**config.mk**
```make
export PLATFORM = sky130hd
export DESIGN_NAME = alu_op_sequencer
export DESIGN_NICKNAME = d
export VERILOG_FILES = /design/src/rtl/alu_pkg.sv /design/src/rtl/cmd_fifo.sv /design/src/rtl/alu_op_sequencer.sv
export SDC_FILE = /design/constraint.sdc
export NUM_CORES = 1
export LEC_CHECK = 0
export CAP_MARGIN = 25
export CORE_MARGIN = 10
export CORE_UTILIZATION = 55
export CTS_BUF_LIST = sky130_fd_sc_hd__clkbuf_8
export CTS_CLUSTER_SIZE = 14
export DETAILED_ROUTE_END_ITERATION = 8
export GPL_TIMING_DRIVEN = 1
export PLACE_DENSITY = 0.88
export SLEW_MARGIN = 0
export SYNTH_ARGS = -nofsm -noshare
export SYNTH_HDL_FRONTEND = slang
export SYNTH_SLANG_ARGS = --single-unit
```
**constraint.sdc**
```tcl
create_clock -name clk -period 3 [get_ports clk]
set_input_delay 0.3 -clock clk [delete_from_list [all_inputs] [get_ports clk]]
set_output_delay 0.3 -clock clk [all_outputs]
set_load 0.01 [all_outputs]
```
**src/rtl/alu_pkg.sv**
```systemverilog
// alu_pkg
// Shared definitions for the ALU operation sequencer and the ALU it drives:
// opcode constants, the default operand width and the sequencer FSM states.
package alu_pkg;

  // Default operand / result width.
  localparam int DATA_W_DEFAULT = 4;

  // ALU opcodes. 3'b110 and 3'b111 are unused; the ALU answers them with 0.
  localparam logic [2:0] OP_ADD = 3'b000;
  localparam logic [2:0] OP_SUB = 3'b001;
  localparam logic [2:0] OP_AND = 3'b010;
  localparam logic [2:0] OP_OR  = 3'b011;
  localparam logic [2:0] OP_XOR = 3'b100;
  localparam logic [2:0] OP_NOT = 3'b101;

  // Sequencer FSM encoding.
  typedef enum logic [1:0] {
    ST_IDLE     = 2'd0,
    ST_ISSUE    = 2'd1,
    ST_WAIT_RSP = 2'd2
  } seq_state_e;

endpackage

```
**src/rtl/cmd_fifo.sv**
```systemverilog
// cmd_fifo
// Synchronous FIFO holding packed commands for the sequencer.
// Ports:
//   clk      - clock, rising edge
//   rst_n    - synchronous active-low reset; empties the FIFO
//   push_i   - write wdata_i at the tail (ignored when full)
//   wdata_i  - entry to write
//   pop_i    - drop the head entry (ignored when empty)
//   rdata_o  - head entry, valid while empty_o is low
//   full_o   - FIFO holds DEPTH entries
//   empty_o  - FIFO holds no entries
//   ready_o  - registered not-full flag; low during reset
module cmd_fifo #(
  parameter int WIDTH = 8,
  parameter int DEPTH = 4
) (
  input  logic             clk,
  input  logic             rst_n,
  input  logic             push_i,
  input  logic [WIDTH-1:0] wdata_i,
  input  logic             pop_i,
  output logic [WIDTH-1:0] rdata_o,
  output logic             full_o,
  output logic             empty_o,
  output logic             ready_o
);

  localparam int PTR_W = (DEPTH > 1) ? $clog2(DEPTH) : 1;
  localparam int CNT_W = $clog2(DEPTH + 1);

  logic [WIDTH-1:0] mem_q [DEPTH];
  logic [PTR_W-1:0] wr_ptr_q, rd_ptr_q;
  logic [CNT_W-1:0] count_q, count_d;
  logic             ready_q;
  logic             do_push, do_pop;

  assign full_o  = (count_q == CNT_W'(DEPTH));
  assign empty_o = (count_q == '0);
  assign rdata_o = mem_q[rd_ptr_q];
  assign ready_o = ready_q;

  assign do_push = push_i && !full_o;
  assign do_pop  = pop_i && !empty_o;

  // Occupancy after this edge; a simultaneous push and pop leaves it unchanged.
  always_comb begin
    count_d = count_q;
    case ({do_push, do_pop})
      2'b10:   count_d = count_q + CNT_W'(1);
      2'b01:   count_d = count_q - CNT_W'(1);
      default: count_d = count_q;
    endcase
  end

  // Storage needs no reset: an entry is only read after it has been written.
  always_ff @(posedge clk) begin
    if (do_push) begin
      mem_q[wr_ptr_q] <= wdata_i;
    end
  end

  // Pointers are PTR_W bits wide, so they wrap modulo DEPTH (a power of two).
  // ready_q follows the post-edge occupancy, so a pop cannot raise it early.
  always_ff @(posedge clk) begin
    if (!rst_n) begin
      wr_ptr_q <= '0;
      rd_ptr_q <= '0;
      count_q  <= '0;
      ready_q  <= 1'b0;
    end else begin
      if (do_push) begin
        wr_ptr_q <= wr_ptr_q + PTR_W'(1);
      end
      if (do_pop) begin
        rd_ptr_q <= rd_ptr_q + PTR_W'(1);
      end
      count_q <= count_d;
      ready_q <= (count_d != CNT_W'(DEPTH));
    end
  end

endmodule

```
**src/rtl/alu_op_sequencer.sv**
```systemverilog
// alu_op_sequencer
// Queues ALU commands in a FIFO, issues them one at a time to an external
// combinational ALU, and presents each captured result with a valid/ready
// handshake.
// Ports:
//   clk, rst_n              - clock and synchronous active-low reset
//   cmd_valid/cmd_ready     - command handshake
//   cmd_a, cmd_b, cmd_op    - command operands and opcode
//   alu_a, alu_b, alu_con   - operands/opcode driven to the ALU
//   alu_result, alu_carry   - ALU response
//   rsp_valid/rsp_ready     - response handshake
//   rsp_result, rsp_carry,
//   rsp_op                  - captured result, carry and echoed opcode
//   busy                    - FIFO non-empty or FSM not idle
module alu_op_sequencer
  import alu_pkg::*;
#(
  parameter int DATA_W = DATA_W_DEFAULT,
  parameter int DEPTH  = 4
) (
  input  logic              clk,
  input  logic              rst_n,
  input  logic              cmd_valid,
  output logic              cmd_ready,
  input  logic [DATA_W-1:0] cmd_a,
  input  logic [DATA_W-1:0] cmd_b,
  input  logic [2:0]        cmd_op,
  output logic [DATA_W-1:0] alu_a,
  output logic [DATA_W-1:0] alu_b,
  output logic [2:0]        alu_con,
  input  logic [DATA_W-1:0] alu_result,
  input  logic              alu_carry,
  output logic              rsp_valid,
  input  logic              rsp_ready,
  output logic [DATA_W-1:0] rsp_result,
  output logic              rsp_carry,
  output logic [2:0]        rsp_op,
  output logic              busy
);

  localparam int CMD_W = 3 + 2 * DATA_W;

  seq_state_e        state_q, state_d;
  logic [DATA_W-1:0] alu_a_q, alu_b_q;
  logic [2:0]        alu_con_q;
  logic [DATA_W-1:0] rsp_result_q;
  logic              rsp_carry_q;
  logic [2:0]        rsp_op_q;
  logic              rsp_valid_q, rsp_valid_d;
  logic              capture;

  logic              fifo_push, fifo_pop;
  logic              fifo_full, fifo_empty, fifo_ready;
  logic [CMD_W-1:0]  fifo_head;

  // cmd_ready already implies not full; the live flag is a second guard so a
  // command can never be dropped silently.
  assign fifo_push = cmd_valid && fifo_ready && !fifo_full;

  cmd_fifo #(
    .WIDTH (CMD_W),
    .DEPTH (DEPTH)
  ) u_cmd_fifo (
    .clk     (clk),
    .rst_n   (rst_n),
    .push_i  (fifo_push),
    .wdata_i ({cmd_op, cmd_a, cmd_b}),
    .pop_i   (fifo_pop),
    .rdata_o (fifo_head),
    .full_o  (fifo_full),
    .empty_o (fifo_empty),
    .ready_o (fifo_ready)
  );

  // Next-state logic. A response handshake with more work queued pops the
  // next command on the same edge, giving one response every two cycles.
  always_comb begin
    state_d     = state_q;
    rsp_valid_d = rsp_valid_q;
    fifo_pop    = 1'b0;
    capture     = 1'b0;
    case (state_q)
      ST_IDLE: begin
        if (!fifo_empty) begin
          fifo_pop = 1'b1;
          state_d  = ST_ISSUE;
        end
      end
      ST_ISSUE: begin
        capture     = 1'b1;
        rsp_valid_d = 1'b1;
        state_d     = ST_WAIT_RSP;
      end
      ST_WAIT_RSP: begin
        if (rsp_ready) begin
          rsp_valid_d = 1'b0;
          if (!fifo_empty) begin
            fifo_pop = 1'b1;
            state_d  = ST_ISSUE;
          end else begin
            state_d = ST_IDLE;
          end
        end
      end
      default: begin
        state_d     = ST_IDLE;
        rsp_valid_d = 1'b0;
      end
    endcase
  end

  // ALU operands move only on a pop; response fields only on capture, so
  // both hold steady while the downstream stalls.
  always_ff @(posedge clk) begin
    if (!rst_n) begin
      state_q      <= ST_IDLE;
      rsp_valid_q  <= 1'b0;
      alu_a_q      <= '0;
      alu_b_q      <= '0;
      alu_con_q    <= '0;
      rsp_result_q <= '0;
      rsp_carry_q  <= 1'b0;
      rsp_op_q     <= '0;
    end else begin
      state_q     <= state_d;
      rsp_valid_q <= rsp_valid_d;
      if (fifo_pop) begin
        {alu_con_q, alu_a_q, alu_b_q} <= fifo_head;
      end
      if (capture) begin
        rsp_result_q <= alu_result;
        rsp_carry_q  <= alu_carry;
        rsp_op_q     <= alu_con_q;
      end
    end
  end

  assign cmd_ready  = fifo_ready;
  assign alu_a      = alu_a_q;
  assign alu_b      = alu_b_q;
  assign alu_con    = alu_con_q;
  assign rsp_valid  = rsp_valid_q;
  assign rsp_result = rsp_result_q;
  assign rsp_carry  = rsp_carry_q;
  assign rsp_op     = rsp_op_q;
  assign busy       = !fifo_empty || (state_q != ST_IDLE);

endmodule

```
### Word-level counts from Yosys, hierarchy flattened

Memories as Yosys holds them, arrays and structs flattened. A register that Yosys moved wholly into a read port is not among the register bits.
Index checks and enable logic that the tools add are counted.

| storage, ports and cells | value |
|---|---|
| register bits | 19 |
| bits in latches | 0 |
| memory bits (writable) | 44 |
| memory bits (read-only) | 0 |
| bits of input ports | 20 |
| output and inout port bits | 22 |
| memories | 1 |

Memories:

| memory | depth | bits a word | read ports | clocked after memory_dff | wr ports | RTL line | text |
|---|---|---|---|---|---|---|---|
| u_cmd_fifo.mem_q | 4 | 11 | 1 | 1 | 1 | cmd_fifo.sv:31 | `logic [WIDTH-1:0] mem_q [DEPTH];` |

| cells by class | value |
|---|---|
| add/subtract/negate cells | 4 |
| multipliers | 0 |
| div/mod/pow operators | 0 |
| magnitude comparators | 0 |
| equality and inequality tests | 8 |
| shift-type cells | 0 |
| multiplexer cells | 13 |
| bitwise gates (word level) | 1 |
| reduce and logical (&&, ||, !) cells | 13 |

Operator list:

| kind | count |
|---|---|
| 1-bit 2-to-1 mux | 7 |
| 2-bit one-hot mux with 3 select lines | 1 |
| 3-bit one-hot mux with 2 select lines | 1 |
| 2-bit by 1-bit adder with 2-bit output (second input constant) | 2 |
| 2-bit by 1-bit == test with 1-bit output (second input constant) | 2 |
| 2-bit == test (second input constant) | 2 |
| 1-bit logical AND | 4 |
| 2-bit 2-to-1 mux | 2 |
| 2-bit inequality test (second input constant) | 2 |
| 2-bit AND reduction | 2 |
| 3-bit by 1-bit adder with 3-bit output (second input constant) | 1 |
| 3-bit == test (second input constant) | 1 |
| 1-bit zero test | 3 |
| 3-bit zero test | 1 |
| 3-bit inequality test (second input constant) | 1 |
| 1-bit one-hot mux with 3 select lines | 1 |
| 3-bit by 1-bit subtractor with 3-bit output (second input constant) | 1 |
| 2-bit zero test | 1 |
| 1-bit one-hot mux with 2 select lines | 1 |
| 2-bit nonzero test | 1 |
| 1-bit logical OR | 1 |
| 1-bit inverter | 1 |

### Logic depth before layout (Yosys ltp)

Gate-level depths: netlist (run 1).

| depth | value |
|---|---|
| depth after elaboration | 8 |
| gate-level depth with buffers | 9 |
| depth with buffers taken out | 9 |

### By module

Synthesis (run 1) repeated with hierarchy kept, for this count alone.

| second synthesis, totals | value |
|---|---|
| cells, all modules | 219 |
| area, all modules | 3,017.9 µm² |

By module, submodules not included:

| module | instances | cells an instance | area an instance (µm²) | sequential area each (µm²) |
|---|---|---|---|---|
| cmd_fifo | 1 | 120 | 2,140.8 | 1,521.5 |
| alu_op_sequencer | 1 | 99 | 877.1 | 440.4 |

### Least setup slack after synthesis (run 1)

Ideal clock, no wire load.

| timing path | value |
|---|---|
| kind | reg2reg |
| start | reg u_cmd_fifo.count_q[0] |
| end | reg u_cmd_fifo.count_q[2] |
| arrival time | 2,208 ps |
| data required time | 2,930 ps |
| slack | 722 ps |
| stages on the path, launching flop included | 10 |
| period minus slack after synthesis | 2,278 ps |
| path through | dfxtp_1 nor3_4 nor3_1 buf_2 ha_1 inv_1 fa_1 xor2_1 or3_1 a21oi_1 |

| between the ends | value |
|---|---|
| word-level cells in the longest chain between the ends | 7 |

RTL lines:

| item | RTL line | text |
|---|---|---|
| from (decl) | cmd_fifo.sv:33 | `logic [CNT_W-1:0] count_q, count_d;` |
| from (signal assigned) | cmd_fifo.sv:77 | `count_q <= count_d;` |
| 3-bit zero test (*) | cmd_fifo.sv:38 | `assign empty_o = (count_q == '0);` |
| 1-bit 2-to-1 mux | alu_op_sequencer.sv:84, alu_op_sequencer.sv:97 |  |
| 1-bit 2-to-1 mux | alu_op_sequencer.sv:95 | `if (rsp_ready) begin` |
| 1-bit one-hot mux with 2 select lines | alu_op_sequencer.sv:82 | `case (state_q)` |
| 1-bit logical AND (*) | cmd_fifo.sv:43 | `assign do_pop = pop_i && !empty_o;` |
| via u_cmd_fifo.do_pop | cmd_fifo.sv:35 | `logic do_push, do_pop;` |
| 2-bit by 1-bit == test with 1-bit output / 2-bit == test (equally long branches) | cmd_fifo.sv:48 | `case ({do_push, do_pop})` |
| 3-bit one-hot mux with 2 select lines (*) | cmd_fifo.sv:48 |  |

The timed path passes the listed nets; every way through them passes the cells marked *.
A chain may end at the register's enable or synchronous reset.

### Final worst setup path (run 1)

| timing path | value |
|---|---|
| start | in rsp_ready |
| end | reg u_cmd_fifo.count_q[2] |

| between the ends | value |
|---|---|
| word-level cells in the longest chain between the ends | 5 |

RTL lines:

| item | RTL line | text |
|---|---|---|
| from (decl) | alu_op_sequencer.sv:34 | `input logic rsp_ready,` |
| 1-bit 2-to-1 mux (*) | alu_op_sequencer.sv:95 |  |
| 1-bit one-hot mux with 2 select lines (*) | alu_op_sequencer.sv:82 |  |
| 1-bit logical AND (*) | cmd_fifo.sv:43 |  |
| 2-bit by 1-bit == test with 1-bit output / 2-bit == test (equally long branches) | cmd_fifo.sv:48 |  |
| 3-bit one-hot mux with 2 select lines (*) | cmd_fifo.sv:48 |  |

Mark *: on every way between the ends. The rest lies on a longest branch, timed or not.

==> results.toml, run 1 <==
[grt]
grt_first_pass_wirelength_um = 9050
antenna_found_initial = 0
grt-ovfl-total = 0
grt_use_total_pct = 13.5
grt_max_degree = 20
grt_pass1_vias = 1818

[clock_network]
post-cts-setup-buffers = 0
cts_resized = 0
cts.sinks = 74
clockBufferDepth = 2
hold_buffers = 0
htree_levels = 3
clk_pin_slew_worst_paths_ns = 0.07
clock-root-buffer = "clkbuf_8"
cts-buffers-inserted = 9
clock_latency_ns = 0.34
cts_tree = "built"

[sta]
min_period_ns = 2.37
setup_tns_ns = 0
finClkSkew_ns = 0.00841
setup_viol = 0
fin_crit_sh_pct = 79.2
fmax_ghz = 0.421
slew_viol_final = 0
slew_headroom_pct = 54.6
worst_slew_pin_slew_ns = 0.680
setup_ws_ns = 0.625
rsz0062_at_grt = "no"
hold_viol = 0

[drt]
via_per_inst = 5.49
drt_iter0_drc = 100
drt-pass1-iter-count = 4
ant_nets = 0
vias = 1772
totalWireLength_um = 5640
wl_per_cell_um = 17.4
drc = 0

[worst_hold_path]
hold_class = "reg2reg"
hold_depth = 2
min_to = "rsp_op[0]$_SDFFE_PN0P_"
min_from = "rsp_op[0]$_SDFFE_PN0P_"

[floorplanning]
initial_core_util_pct = 57.4
die_area_um2 = 8690
rows = 26
core_um2 = 5140
fp.dieH_um = 93.2
ios = 42
die_w_um = 93.2

[synth]
muxShareOfSynthArea_pct = 10.1
synth_top_family_by_area = "multiplexers"
synthesis.nets = 231
synthAdderAreaFrac_pct = 2.80
synth.avg_cell_area_um2 = 14.4
synth_compound_area_share_pct = 7.85
synthSimpleGateAreaFrac_pct = 10.1
ys_ff_latch = 74
ys_async_sr_fraction_pct = 0
syn_inst = 205
yosysSeqAreaShare_pct = 65.2
yosys_warnings = 0
netlist_area_um2 = 2950
ys.flop_type = "edfxtp_1"
synth_xor_area_share_pct = 0.594
yosys.cell_types.count = 37
synth_edf_count = 44

[critical_path]
worstPathArrival_ns = 2.65
cp-start-kind = "input port"
worst_path_largest_cell_delay_ns = 0.51
rr_worst_depth = 9
rrSetupSlack_ns = 0.73
worst_ep_required_time_ns = 3.27
path_cells = "clkdlybuf4s50_1 -> and2b_1 -> nor3_1 -> ha_1 -> inv_1 -> fa_1 -> xor2_1 -> or3_1 -> a21oi_1"
crit_start = "rsp_ready"
crit-reg2reg-launch = "u_cmd_fifo.count_q[2]$_SDFF_PN0_"
worst_r2r_endpoint = "u_cmd_fifo.count_q[2]$_SDFF_PN0_"
crit_buf_inv = 2
critPathSlowestCell = "clkdlybuf4s50_1"
crit_family = "simple AND/OR/NAND/NOR gates"
crit_path_end_kind = "flop"
critPathKind = "in2reg"
crit_path_max_fanout = 5

[cells_and_area]
final_nets = 274
final_cells = 323
drive_gt1_share_pct = 7.91
syn2layout_area_growth_pct = 22.8
antenna-diode-count = 0

[placed_design]
pre_cts_ws_ns = 0.309
place.port_buffers = 41
place_inst = 307
gp_congestion = 0.738
hpwl_um = 3920

[pwr]
power_density_nw_per_um2 = 908
total_leakage_power_nw = 1.26
irDropWorstVdd_v = 0.000611
total_power_mw = 3.29

[outcome]
status = "completed"

[job]
cap_violations = 0
==> final cells by class <==
class | instances | area, um2
Clock buffer | 11 | 151
Clock inverter | 5 | 77.6
Fill cell | 374 | 1520
Inverter | 8 | 30.0
Multi-Input combinational cell | 112 | 928
Sequential cell | 74 | 1920
Tap cell | 70 | 87.6
Timing Repair Buffer | 43 | 425
==> routing by layer <==
layer	vias to the layer above	routed length (um)	global-route usage, %
met5	-	0	0
met4	0	135	6.43
met3	11	309	4.56
met2	50	2760	22.0
met1	856	2430	15.6
li1	855	-	-
==> power by group <==
group          leakage [nW]  internal [mW]  switching [mW]  total (mW)
clock network         0.121          0.511           0.351       0.862
registers             0.646           1.28           0.167        1.45
logic                 0.493          0.501           0.477       0.977
total                  1.26           2.29           0.996        3.29
==> cell usage in the layout, fill, tap and decap left out <==
cell,netlist,layout
edfxtp_1,44,44
clkdlybuf4s50_1,0,41
nand2_1,31,31
dfxtp_1,30,30
a21oi_1,14,14
mux4_1,11,11
o2bb2ai_1,11,11
clkbuf_8,0,11
inv_1,8,9
o21ai_0,6,6
nor2_1,5,5
ha_1,5,5
and3_1,4,4
nor2b_1,2,2
nand2b_1,2,2
nand3_1,2,2
xor2_1,2,2
o311ai_0,2,2
bufinv_16,0,2
buf_4,1,2
nor3_4,1,1
and2b_1,1,1
nor3_1,1,1
and2_1,1,1
or3b_2,1,1
nor3b_1,1,1
nor4_4,1,1
o211a_1,1,1
nor4b_1,1,1
mux2i_1,1,1
nand3b_1,1,1
or3_1,1,1
o31ai_1,1,1
or4_1,1,1
fa_1,1,1
clkinv_4,0,1
clkinv_2,0,1
==> logic make-up (layout without fill, tap and decap cells) <==
logic type      after synthesis  count (layout)
buf+inv                      19              67
mux                          12              12
simple gates                 57              57
compound gates               35              35
xor+xnor                      2               2
fa+ha+maj                     6               6
flops                        74              74
==> stage by stage <==
step	cell area, um2	util (%)	hold WS [ns]
after floorplan	2950	-	0.399
after global placement	3390	66.0	0.440
after detailed placement	3390	66.0	0.448
after CTS	3620	70.5	0.458
after global routing	3620	70.5	0.472
final	3620	70.5	0.458
==> state kept, by name, indices dropped and copies added, names as in the netlist <==
register,flops
alu_con,3
state_q,2
u_cmd_fifo.mem_q,44
alu_b,4
rsp_result,4
u_cmd_fifo.ready_o,1
rsp_op,3
u_cmd_fifo.wr_ptr_q,2
rsp_carry,1
u_cmd_fifo.rd_ptr_q,2
u_cmd_fifo.count_q,3
rsp_valid,1
alu_a,4
==> cells in the mapped netlist (2+ instances only) <==
library cell | n | area share [%]
nand2_1 | 31 | 3.9
edfxtp_1 | 44 | 45
clkbuf_1 | 3 | 0.38
and3_1 | 4 | 0.85
mux4_1 | 11 | 9.8
xor2_1 | 2 | 0.59
nand3_1 | 2 | 0.34
o2bb2ai_1 | 11 | 3.3
inv_1 | 8 | 1.0
nor2b_1 | 2 | 0.42
nand2b_1 | 2 | 0.42
o311ai_0 | 2 | 0.59
a21oi_1 | 14 | 2.4
dfxtp_1 | 30 | 20
ha_1 | 5 | 2.1
buf_2 | 4 | 0.68
o21ai_0 | 6 | 1.0
nor2_1 | 5 | 0.64
==> worst max path at each step <==
stage,to,cells after the start
3_5_place_dp,u_cmd_fifo.count_q[2]$_SDFF_PN0_,9
4_1_cts,u_cmd_fifo.count_q[2]$_SDFF_PN0_,9
5_1_grt,u_cmd_fifo.count_q[2]$_SDFF_PN0_,9
2_1_floorplan,u_cmd_fifo.count_q[2]$_SDFF_PN0_,9
3_3_place_gp,u_cmd_fifo.count_q[2]$_SDFF_PN0_,9
6_report,u_cmd_fifo.count_q[2]$_SDFF_PN0_,9
==> worst register-to-register path, delay by kind of cell (launching register included) <==
family	cells	cell delay (ns)
AOI/OAI and AO/OA	1	0.15
adders and majority gates	2	0.55
xor gates and xnor gates	1	0.18
and+or+nand+nor	3	0.71
buffers and inverters	2	0.13
DFF	1	0.49
No activity file was read; power rests on OpenSTA's default activity.
==> run 2: changes to the inputs <==
==> constraint.sdc (replaced) <==
create_clock -name clk -period 2.4 [get_ports clk]
set_input_delay 0.24 -clock clk [delete_from_list [all_inputs] [get_ports clk]]
set_output_delay 0.24 -clock clk [all_outputs]
set_load 0.01 [all_outputs]
==> run 2 against run 1 <==
First-iteration DRC count is 21% higher. Wire length increased by 1.3%. Via count grew 1.8%. Largest cell class unchanged. Clock skew shrank 0.0023 ns. Die area is the same. Sequential power up 25%. Clock power increased by 33%. Cell area grew 1.3%.
==> results.toml, run 2 (same netlist as run 1, synthesis figures left out) <==
[outcome]
status = "completed"

[critical_path]
worstPathArrival_ns = 2.46
crit-reg2reg-launch = "u_cmd_fifo.count_q[1]$_SDFF_PN0_"
worst_ep_required_time_ns = 2.69
crit_end = "u_cmd_fifo.count_q[2]$_SDFF_PN0_"
crit_path_max_fanout = 6
cp-start-kind = "flop"
rr_worst_depth = 8
rrSetupSlack_ns = 0.23
critPathKind = "reg2reg"
crit_start = "u_cmd_fifo.count_q[1]$_SDFF_PN0_"
crit_path_end_kind = "flop"
worst_r2r_endpoint = "u_cmd_fifo.count_q[2]$_SDFF_PN0_"

[cells_and_area]
regMostFlops = "u_cmd_fifo.mem_q"
syn2layout_area_growth_pct = 24.5
drive_gt1_share_pct = 10.5
fillCellCount = 347
final_cell_mix = "44 x edfxtp_1, 41 x clkdlybuf4s50_1, 31 x nand2_1"
final_nets = 278
fin_area_um2 = 3670
largest_register_ff_count = 44
antenna-diode-count = 0
mostFrequentLayoutCell = "edfxtp_1"

[drt]
drt_iter0_drc = 121
drc = 0
via_per_inst = 5.52
ant_nets = 0
vias = 1804
totalWireLength_um = 5710
drt-pass1-iter-count = 4
wl_per_cell_um = 17.5

[grt]
antenna_found_initial = 0
grt_first_pass_wirelength_um = 9380
met2_usage_pct = 21.9
met1_usage_pct = 16.3
grtUsageMet3_pct = 6.00
grt_pass1_vias = 1847
grt_use_total_pct = 14.1
grt_busiest_layer = "met2"
grt_max_degree = 19
grt-ovfl-total = 0

[clock_network]
htree_levels = 3
clock-root-buffer = "clkbuf_8"
clockBufferDepth = 2
cts-buffers-inserted = 9
cts_tree = "built"
cts.sinks = 74
post-cts-setup-buffers = 0
clock_latency_ns = 0.35
clk_pin_slew_worst_paths_ns = 0.07

[sta]
slew_viol_final = 0
fin_crit_sh_pct = 90.3
slew_headroom_pct = 51.7
worst_slew_pin_slew_ns = 0.724
rsz0062_at_grt = "no"
min_period_ns = 2.17
hold_viol = 0
finClkSkew_ns = 0.00607
holdWs_ns = 0.433
setup_viol = 0
fmax_ghz = 0.462

[pwr]
total_leakage_power_nw = 1.27
power_density_nw_per_um2 = 1150
irDropWorstVdd_v = 0.000557

[floorplanning]
die_area_um2 = 8690
initial_core_util_pct = 57.4
die_w_um = 93.2
core_um2 = 5140
ios = 42
fp.dieH_um = 93.2
rows = 26

[worst_hold_path]
hold_class = "in2reg"

[placed_design]
gp_congestion = 0.750
hpwl_um = 3800
placed_cell_area_um2 = 3420
place.port_buffers = 41

[job]
cap_violations = 0
[run 2: worst max-delay path, cell delays in order, from the launching register on]
cell	delay (ns)
dfxtp_1	0.49
nor3_4	0.10
nor3_1	0.26
ha_1	0.21
inv_1	0.05
fa_1	0.37
xor2_1	0.18
or3_1	0.31
a21oi_1	0.14
[run 2: stage by stage]
stage | TNS (ns) | utilization (%) | setup slack [ns] | power (mW) | instances
2_1_floorplan | 0 | - | 0.122 | 2.57 | 205
3_3_place_gp | -0.0227 | 66.6 | -0.0227 | 3.02 | 311
3_5_place_dp | -0.0796 | 66.6 | -0.0619 | 3.08 | 311
4_1_cts | 0 | 71.3 | 0.150 | 4.25 | 327
5_1_grt | 0 | 71.4 | 0.0254 | 4.46 | 327
6_report | 0 | 71.4 | 0.233 | 4.22 | 327
[run 2: power by group]
group,leakage [nW],internal [mW],switching [mW]
logic,0.517,0.651,0.615
clock network,0.111,0.687,0.466
registers,0.646,1.61,0.200
total,1.27,2.94,1.28
[run 2: how the worst min path moves through the flow]
stage,from,endpoint,slack [ns],cells after the start
final,alu_result[2],rsp_result[2]$_SDFFE_PN0P_,0.43,3
after global routing,alu_result[0],rsp_result[0]$_SDFFE_PN0P_,0.45,3
after CTS,alu_result[2],rsp_result[2]$_SDFFE_PN0P_,0.42,3
after detailed placement,rsp_result[3]$_SDFFE_PN0P_,rsp_result[3]$_SDFFE_PN0P_,0.45,2
after global placement,rsp_result[0]$_SDFFE_PN0P_,rsp_result[0]$_SDFFE_PN0P_,0.44,2
after floorplan,cmd_b[0],u_cmd_fifo.mem_q[0][0]$_DFFE_PP_,0.34,0
[run 2: area by class of cell]
type	count	area [um2]	area share [%]
clock buffer	9	124	3.37
clock inverter	7	118	3.20
inverter	8	30.0	0.818
multi-input combinational	112	933	25.4
sequential	74	1920	52.4
tap	70	87.6	2.39
timing repair buffer	47	455	12.4
[run 2: routing by layer]
layer | wire length (um) | vias to the layer above
met5 | 0 | -
met4 | 132 | 0
met3 | 328 | 12
met2 | 2730 | 49
met1 | 2520 | 875
li1 | - | 868
[run 2: repair_timing]
item	in CTS	in global routing
resized for setup	0	2
endpoints found under the setup margin	0	1
hold buffers	0	0
==> run 3: changes to the inputs <==
==> constraint.sdc (replaced) <==
create_clock -name clk -period 2.27 [get_ports clk]
set_input_delay 0.227 -clock clk [delete_from_list [all_inputs] [get_ports clk]]
set_output_delay 0.227 -clock clk [all_outputs]
set_load 0.01 [all_outputs]
==> run 3 against run 2 <==
First-iteration DRC count down 18%. Largest power group unchanged. Sequential cell count unchanged. Combinational power up 9%. Largest cell class unchanged. Wire length down 1.8%. Highest routed layer unchanged.
==> results.toml, run 3 (same netlist as run 1, synthesis figures left out) <==
[sta]
finClkSkew_ns = 0.00947
hold_viol = 0
fmax_ghz = 0.469
slew_headroom_pct = 54.1
min_period_ns = 2.13
fin_crit_sh_pct = 93.8
slew_viol_final = 0
setup_viol = 0
worst_slew_pin_slew_ns = 0.683

[clock_network]
clock-root-buffer = "clkbuf_8"
htree_levels = 3
cts.sinks = 74
clockBufferDepth = 2
clk_pin_slew_worst_paths_ns = 0.08
cts_resized = 0
cts_tree = "built"
cts-buffers-inserted = 9
hold_buffers = 0
clock_latency_ns = 0.34
post-cts-setup-buffers = 0

[cells_and_area]
drive_gt1_share_pct = 12.5
largest_register_ff_count = 44
final_cells = 333
mostFrequentLayoutCell = "edfxtp_1"
final_cell_mix = "44 x edfxtp_1, 41 x clkdlybuf4s50_1, 31 x nand2_1"
antenna-diode-count = 0
fin_area_um2 = 3670
fillCellCount = 365
final_nets = 284
regMostFlops = "u_cmd_fifo.mem_q"
syn2layout_area_growth_pct = 24.6

[floorplanning]
die_area_um2 = 8690
rows = 26
fp.dieH_um = 93.2
initial_core_util_pct = 57.4
ios = 42
core_um2 = 5140
die_w_um = 93.2

[job]
cap_violations = 0

[pwr]
power_density_nw_per_um2 = 1160
irDropWorstVdd_v = 0.000695
total_leakage_power_nw = 1.29

[drt]
drt_iter0_drc = 99
vias = 1784
wl_per_cell_um = 16.8
via_per_inst = 5.36
totalWireLength_um = 5610
drc = 0
ant_nets = 0
drt-pass1-iter-count = 4

[critical_path]
rr_worst_depth = 9
crit_start = "u_cmd_fifo.count_q[2]$_SDFF_PN0_"
crit_end = "u_cmd_fifo.count_q[2]$_SDFF_PN0_"
worstPathArrival_ns = 2.40
crit_path_end_kind = "flop"
worst_ep_required_time_ns = 2.54
critPathKind = "reg2reg"
cp-start-kind = "flop"
rrSetupSlack_ns = 0.14
crit-reg2reg-launch = "u_cmd_fifo.count_q[2]$_SDFF_PN0_"
crit_path_max_fanout = 7
worst_r2r_endpoint = "u_cmd_fifo.count_q[2]$_SDFF_PN0_"

[placed_design]
hpwl_um = 3860
place_inst = 317
place.port_buffers = 41
gp_congestion = 0.760
placed_cell_area_um2 = 3470

[grt]
grt-ovfl-total = 0
grt_first_pass_wirelength_um = 9230
grt_pass1_vias = 1879
antenna_found_initial = 0
grt_use_total_pct = 13.7
grt_max_degree = 19

[worst_hold_path]
min_from = "alu_result[2]"
hold_class = "in2reg"

[outcome]
status = "completed"
[run 3: cell count changes in the layout (fill, tap and decap cells not counted), sizes merged]
cell / before / now
buf: 6 / 12
bufinv: 3 / 1
inv: 8 / 10
clkinv: 1 / 2
clkinvlp: 3 / 2
[run 3: per-stage QoR]
stage | total power, mW | setup TNS (ns) | hold slack [ns] | setup WS, ns | util (%)
finish | 4.26 | 0 | 0.436 | 0.140 | 71.5
floorplan | 2.72 | 0 | 0.326 | 0.0167 | -
global placement | 3.23 | -0.144 | 0.441 | -0.110 | 67.5
CTS | 4.29 | 0 | 0.423 | 0.0344 | 71.3
detailed placement | 3.29 | -0.323 | 0.447 | -0.179 | 67.5
global route | 4.52 | -0.0307 | 0.444 | -0.0307 | 71.5
[run 3: per-layer routing]
layer / vias to the layer above / routed length, um / global-route usage (%)
li1: 874 / - / -
met1: 850 / 2290 / 15.5
met2: 51 / 2900 / 23.0
met3: 9 / 304 / 3.84
met4: 0 / 107 / 7.33
met5: - / 0 / 0
[run 3: worst min-delay path by stage]
stage                                       endpoint  slack (ns)  depth (start not counted)
detailed placement            rsp_op[1]$_SDFFE_PN0P_        0.45                          2
finish                    rsp_result[2]$_SDFFE_PN0P_        0.44                          3
global placement          rsp_result[0]$_SDFFE_PN0P_        0.44                          2
floorplan           u_cmd_fifo.mem_q[0][0]$_DFFE_PP_        0.33                          0
CTS                       rsp_result[3]$_SDFFE_PN0P_        0.42                          3
global route              rsp_result[1]$_SDFFE_PN0P_        0.44                          3
[run 3: worst max-delay path, cell delays in order, from the launching register on]
cell and delay (ns):
dfxtp_2 0.41, nor3b_2 0.24, nor2_1 0.09, inv_1 0.07
ha_1 0.15, inv_1 0.06, fa_1 0.38, xor2_1 0.19
or3_1 0.32, a21oi_1 0.15
[run 3: cell type report]
cell class	count	area (um2)	share of cell area [%]
Inverter	8	30.0	0.817
Multi-Input combinational cell	112	938	25.5
Timing Repair Buffer	53	500	13.6
Clock buffer	9	124	3.37
Tap cell	70	87.6	2.38
Clock inverter	7	70.1	1.91
Sequential cell	74	1920	52.4
[run 3: power by group]
part | switching [mW] | leakage [nW] | internal, mW
Sequential | 0.199 | 0.647 | 1.70
Combinational | 0.673 | 0.549 | 0.714
Clock | 0.473 | 0.0947 | 0.505
